==> src/rtl/ss_pkg.sv <==
// ss_pkg: shared spread-spectrum constants, PN LFSR definition, despreader FSM states
package ss_pkg;
  function automatic int clog2(input int v);
    int r;
    r = 0;
    while ((1 << r) < v) r++;
    return r;
  endfunction
  localparam int LFSR_W = 5;
  localparam logic [LFSR_W-1:0] LFSR_TAPS = 5'b01001;
  localparam logic [LFSR_W-1:0] LFSR_SEED = 5'b00001;
  typedef enum logic {IDLE, RUN} state_t;
endpackage

==> src/rtl/pn_lfsr.sv <==
// pn_lfsr: Fibonacci PN generator x^5+x^3+1; ports aclk, rst (async), load (seed), step (advance), chip (output bit)
module pn_lfsr import ss_pkg::*; (
  input  logic aclk,
  input  logic rst,
  input  logic load,
  input  logic step,
  output logic chip
);
  logic [LFSR_W-1:0] r;
  always_ff @(posedge aclk or posedge rst)
    if (rst) r <= LFSR_SEED;
    else if (load) r <= LFSR_SEED;
    else if (step) r <= {^(r & LFSR_TAPS), r[LFSR_W-1:1]};
  assign chip = r[0];
endmodule

==> src/rtl/ds_despreader.sv <==
// ds_despreader: multiplies samples by the PN chip and integrates per PN period; ports aclk, rst, start, s_axis_data_*, m_axis_bit_*, corr_tdata, busy
module ds_despreader import ss_pkg::*; #(
  parameter int DATA_W = 16,
  parameter int SPC = 4,
  parameter int CHIPS = 31,
  localparam int ACC_W = DATA_W + clog2(SPC * CHIPS) + 1
) (
  input  logic              aclk,
  input  logic              rst,
  input  logic              start,
  input  logic              s_axis_data_tvalid,
  input  logic [DATA_W-1:0] s_axis_data_tdata,
  output logic              m_axis_bit_tvalid,
  output logic              m_axis_bit_tdata,
  output logic [ACC_W-1:0]  corr_tdata,
  output logic              busy
);
  localparam int SC_W = clog2(SPC) > 0 ? clog2(SPC) : 1;
  localparam int CC_W = clog2(CHIPS) > 0 ? clog2(CHIPS) : 1;
  state_t state, next_state;
  logic [SC_W-1:0] spc_cnt;
  logic [CC_W-1:0] chip_cnt;
  logic [ACC_W-1:0] acc, ext, sum;
  logic chip, adv, last_spc, last;
  always_comb begin
    next_state = start ? RUN : state;
    busy = state == RUN;
  end
  // a sample arriving with start is dropped, so start also wins over a symbol end
  assign adv = busy && s_axis_data_tvalid && !start;
  assign last_spc = spc_cnt == SC_W'(SPC - 1);
  assign last = adv && last_spc && chip_cnt == CC_W'(CHIPS - 1);
  // negate after extension so the most negative sample stays exact
  assign ext = {{(ACC_W - DATA_W){s_axis_data_tdata[DATA_W-1]}}, s_axis_data_tdata};
  assign sum = acc + (chip ? -ext : ext);
  pn_lfsr u_pn (
    .aclk (aclk),
    .rst  (rst),
    .load (start || last),
    .step (adv && last_spc),
    .chip (chip)
  );
  always_ff @(posedge aclk or posedge rst)
    if (rst) begin
      state <= IDLE;
      spc_cnt <= '0;
      chip_cnt <= '0;
      acc <= '0;
      m_axis_bit_tvalid <= 1'b0;
      m_axis_bit_tdata <= 1'b0;
      corr_tdata <= '0;
    end else begin
      state <= next_state;
      m_axis_bit_tvalid <= last;
      if (start) begin
        spc_cnt <= '0;
        chip_cnt <= '0;
        acc <= '0;
      end else if (adv) begin
        spc_cnt <= last_spc ? '0 : spc_cnt + 1'b1;
        if (last_spc) chip_cnt <= last ? '0 : chip_cnt + 1'b1;
        acc <= last ? '0 : sum;
        if (last) begin
          corr_tdata <= sum;
          m_axis_bit_tdata <= sum[ACC_W-1];
        end
      end
    end
endmodule

==> config.mk <==
export PLATFORM = sky130hd
export DESIGN_NAME = ds_despreader
export DESIGN_NICKNAME = d
export VERILOG_FILES = /design/src/rtl/ss_pkg.sv /design/src/rtl/pn_lfsr.sv /design/src/rtl/ds_despreader.sv
export SDC_FILE = /design/constraint.sdc
export NUM_CORES = 1
export LEC_CHECK = 0
export CORE_MARGIN = 5
export CORE_UTILIZATION = 30
export CTS_BUF_LIST = sky130_fd_sc_hd__clkbuf_8
export DETAILED_ROUTE_END_ITERATION = 10
export SLEW_MARGIN = 20
export SYNTH_ARGS = -nofsm -noshare
export SYNTH_HDL_FRONTEND = slang
export SYNTH_SLANG_ARGS = --single-unit
==> constraint.sdc <==
create_clock -name aclk -period 10.17 [get_ports aclk]
set_clock_uncertainty 0.15 [all_clocks]
set_input_delay 2.034 -clock aclk [delete_from_list [all_inputs] [get_ports aclk]]
set_output_delay 2.034 -clock aclk [all_outputs]
set_load 0.01 [all_outputs]
-- Word level (Yosys, flattened, before mapping)
Cells that the tools add are included.
- bits in registers: 63
- latch bits: 0
- memory bits (writable): 0
- bits in read-only memories: 0
- input bits: 20
- output and inout port bits: 27
- word-level logic and storage cells: 40
- memories: 0
- add/sub/neg operators: 4
- multiply operators: 0
- divide/modulo/power cells: 0
- magnitude comparators: 0
- equal/unequal tests: 2
- shift-type cells: 0
- mux-type cells: 13
- bitwise gates (word level): 1
- reduce and logical (&&, ||, !) cells: 12
- operators by type and width (cell ; count):
    24-bit two-way mux ; 4
    5-bit two-way mux ; 6
    24-bit adder ; 1
    24-bit negation ; 1
    2-bit two-way mux ; 3
    2-bit nonzero test ; 3
    5-bit by 1-bit adder with 5-bit output, second input constant ; 1
    5-bit == test, second input constant ; 1
    5-bit parity ; 1
    1-bit logical AND ; 4
    3-bit AND reduction ; 1
    2-bit by 1-bit adder with 2-bit output, second input constant ; 1
    2-bit == test, second input constant ; 1
    2-bit AND reduction ; 1
    1-bit zero test ; 1
    1-bit logical OR ; 1
    1-bit NOT ; 1

-- Longest topological paths before layout
- word-level depth: 8
- gate-level depth with buffers: 15
- depth with buffers taken out: 15

-- Cells and area by module
A second synthesis with hierarchy kept.
- cell total of the unflattened synthesis: 392
- area, all modules: 3937.5 µm²
- modules (own cells, without submodules) (module ; instances ; cells an instance ; area an instance (µm²) ; seq. area each (µm²)):
    ds_despreader ; 1 ; 374 ; 3712.3 ; 1426.4
    pn_lfsr ; 1 ; 18 ; 225.2 ; 126.4

-- Worst setup path before layout
Ideal clock, no wire load.
- kind: input-to-reg
- start point: in s_axis_data_tdata[5]
- end point: reg acc[23]
- setup time: 0.124 ns
- data arrival time: 5.800 ns
- data required time: 9.896 ns
- slack: 4.096 ns
- stages on the path: 13
- path buffers: 0
- cells stage by stage: or4_4 > or4_2 > or2_2 > o21ai_0 > nand2_1 > ha_1 > a21oi_1 > o21a_1 > nor2_1 > or4_2 > nor3_1 > and4b_1 > a211o_1
- longest elaborated chain between the ends: 6
- ends and longest elaborated chain (element ; line ; source):
    start, declared ; ds_despreader.sv:12 ; input logic [DATA_W-1:0] s_axis_data_tdata,
    24-bit negation ; ds_despreader.sv:35 ; assign sum = acc + (chip ? -ext : ext);
    24-bit two-way mux (*) ; ds_despreader.sv:35 ;
    24-bit adder (*) ; ds_despreader.sv:35 ;
    24-bit two-way mux (*) ; ds_despreader.sv:62 ; acc <= last ? '0 : sum;
    24-bit two-way mux (*) ; ds_despreader.sv:59 ; end else if (adv) begin
    24-bit two-way mux (*) ; ds_despreader.sv:55 ; if (start) begin
    end signal, assigned ; ds_despreader.sv:62 ;
    end, declared ; ds_despreader.sv:23 ; logic [ACC_W-1:0] acc, ext, sum;
Every way passes the cells marked *; elsewhere a longest branch is shown, timed or not. The select of a mux whose other input is x is not followed.
A chain may end at the register's enable or synchronous reset.

-- Worst setup path after layout
- start point: in s_axis_data_tdata[3]
- end point: reg acc[23]
Same word-level chain as after synthesis.

==> results by group <==
Outcome
  • Outcome: complete, no violations

Timing
  • Tmin final: roughly 6.6 ns
  • FMAX: ~150 MHz
  • Actual slew at the worst max-slew pin: 1.033 ns
  • Setup violations, final: 0
  • Setup TNS: 0 ns
  • Max Slew Vio Count: 0
  • Relative slew slack: a little under a third
  • Fin crit share: around 65%
  • RSZ-0062 raised after global routing: false
  • Final worst slack: 3.601 ns
  • Final-report hold violation count: 0

Floorplanning
  • Core ar.: 13240 um^2
  • DIE AREA: approximately 16000 um^2
  • Ports: 47
  • Starting Density: 30.49%
  • Die height: around 130 um
  • Die Span X: between 100 and 150 um
  • Number of placement rows: 42

Finish
  • Reg area: about 1600 um^2
  • Share of cells above drive strength 1: just over 7%
  • Fill count: between 1000 and 1500
  • Final instance area: roughly 5000 um^2
  • Layout net count: 540
  • Finished Layout Cells: 666
  • Multi-input gate area: between 2000 and 2500 um^2
  • Area growth from synthesis to layout: 20.24%
  • Diode count: 0

Yosys
  • Fraction of registers with async set/reset: 100.0%
  • Post-synth top area cell: dfrtp_1
  • Synthesized area: approximately 4000 um^2
  • Ranking of synthesized cells by area: dfrtp_1, ha_1, nand2_1
  • Gate Count Post-Synth: between 400 and 500
  • #FFs+latches synth: 62
  • Post-Syn Area per Cell: between 9 and 10 um^2
  • Synthesis Warnings: 0
  • Share of the synthesized area in the top cell type: 37.81%
  • Mapped Nets: 496
  • Most common library cells after synthesis: nand2_1, dfrtp_1, o21ai_0
  • Unique masters post-synth: 55
  • Post-synthesis sequential area ratio: 38.46%
  • Dominant synthesized flop cell: dfrtp_1
  • Count leader, synth: nand2_1
  • Post-synth EDFFs: 0

Worst setup path
  • Crit path launch type: primary input
  • Setup CP Type: in2reg
  • Reg2Reg Launch Point: u_pn.r[0]
  • Most common cell on crit path: or4_2
  • Slowest-stage cell, CP: or4_2
  • Data required, critical path: between 10 and 15 ns
  • Worst r2r dst: corr_tdata[20]
  • Max stage delay on crit path: just under 0.7 ns
  • Critical Path End Type: flip-flop
  • CP delay by family, top: simple AND/OR/NAND/NOR gates
  • CP Capture Point: acc[23]
  • CP arrival: 6.67 ns
  • R2R depth: 9
  • CP max FO: 4
  • Critical path depth: 14
  • Setup crit start: s_axis_data_tdata[3]
  • WP buf/inv: 1
  • Critical path cell sequence: clkdlybuf4s50_1 > or4_4 > or4_2 > or2_2 > o21ai_0 > nand2_1 > ha_1 > a21oi_1 > o21a_1 > nor2_1 > or4_2 > nor3_1 > and4b_1 > a211o_1
  • Register-to-register setup slack: around 6.3 ns

Global route
  • GRT overflow: 0
  • Total track usage: between 10% and 20%
  • First-pass GRT wire length: 16.81 mm
  • Largest net degree at the start of global routing: 63
  • Vias in the first global route: about 3400
  • Initial antenna violation count: 0

Placed design
  • RePlAce Congestion: ~0.85
  • Placed cell count: 650
  • Placed Instance Area: approximately 4700 um^2
  • IO Port Bufs: between 40 and 50
  • Hpwl dp: around 7.6 mm
  • Post-place setup slack: 3.205 ns

Power and ir drop
  • Pwr Density: 155.0 nW/um^2
  • Worst vdd ir: between 0.05 and 0.06 mV
  • Pleak: between 2 and 2.5 nW

Clock network
  • Clock-pin slew on the worst setup and hold paths: around 0.080 ns
  • Root Buffer: clkbuf_8
  • CTS sink cnt: 62
  • Hold Buf Count CTS: 0
  • CTS resizes: 0
  • CTS Buf Count: 9
  • Longest Clk Path Bufs: 2
  • Clk_lat worst skew: ~0.36 ns
  • H-Tree Depth: 3
  • CTS tree: built
  • Post-CTS setup buffer count: 0

Worst hold path
  • Worst Hold Class: reg2reg

Detailed routing
  • Total number of vias: 3381
  • Post-route ant nets: 0
  • Pre-antenna DRT Iters: 5
  • Vias per inst: about 5.1
  • Iter 0 DRT Violations: between 100 and 150
  • Drt drc: 0
  • DRT Wirelength: approximately 10 mm
  • Routed len/inst: around 15 um

Job
  • Max cap viols: 0
worst min path at each step:
stage	startpoint	end	slack, ns	cells after the start
after floorplan	u_pn.r[4]	u_pn.r[4]	0.30	2
after global placement	corr_tdata[10]	corr_tdata[10]	0.31	2
after detailed placement	corr_tdata[10]	corr_tdata[10]	0.31	2
after CTS	corr_tdata[10]	corr_tdata[10]	0.33	2
after global routing	corr_tdata[10]	corr_tdata[10]	0.34	2
final	corr_tdata[10]	corr_tdata[10]	0.32	2
area by class of cell:
type / count / area share [%]
multi-input cells: 352 / 49.12
well taps: 176 / 4.536
clock buffers: 10 / 2.835
inverters: 12 / 0.9278
repair buffers: 48 / 9.794
flip-flops and latches: 62 / 31.98
clock inverters: 6 / 0.7990
state kept, by name, summed over array words and instances, names as in the netlist:
signal / cells
acc: 24
m_axis_bit_tdata: 1
corr_tdata: 23
u_pn.r: 5
m_axis_bit_tvalid: 1
chip_cnt: 5
busy: 1
spc_cnt: 2
layer usage:
| layer | vias to the layer above | global-route usage [%] | part of all wire, % |
|---|---|---|---|
| met2 | 51 | 21.28 | 47 |
| li1 | 1674 | - | - |
| met1 | 1643 | 17.35 | 48 |
| met5 | - | 0 | 0 |
| met4 | 0 | 5.489 | 1.2 |
| met3 | 13 | 2.244 | 3.3 |
cell families (layout without fill, tap and decap cells):
| kind of cell | after synthesis | count (layout) | synth area share [%] |
|---|---|---|---|
| and+or+nand+nor | 139 | 139 | 16.30 |
| DFF | 62 | 62 | 38.46 |
| AOI/OAI and AO/OA | 134 | 134 | 21.44 |
| xor gates and xnor gates | 39 | 39 | 8.801 |
| adders and majority gates | 35 | 35 | 11.03 |
| buffers and inverters | 27 | 76 | 2.603 |
| muxes | 5 | 5 | 1.363 |
through the flow:
stage | hold slack, ns | utilization, % | power, mW
2_1_floorplan | 0.3002 | - | 0.4898
3_3_place_gp | 0.3077 | 35.29 | 0.5534
3_5_place_dp | 0.3146 | 35.33 | 0.5581
4_1_cts | 0.3308 | 36.66 | 0.7603
5_1_grt | 0.3436 | 36.66 | 0.8098
6_report | 0.3214 | 36.66 | 0.7522
power by group:
group,leakage [nW],internal (mW),switching (mW)
clock,0.0817,0.0935,0.106
combinational,1.23,0.114,0.156
sequential,0.840,0.267,0.0162
placed cells by master (no fill, tap or decap), drive strengths merged, types with 13 or more instances in the layout:
cell type	n
o21ai	53
dfrtp	61
xnor2	24
a21oi	25
inv	13
nor2	14
nand2	71
ha	34
clkdlybuf4s50	46
xor2	14
worst reg2reg max path, stage by stage (launching register included):
cell and delay (ns):
dfstp_2 0.78, o21ai_0 0.26, fa_1 0.50, a211oi_1 0.32, o21a_1 0.17, nor3_1 0.06, a2111oi_0 0.78, o41ai_1 0.25
xor2_1 0.21, mux2_2 0.29
Note: power is estimated with default switching activity, not from simulation.
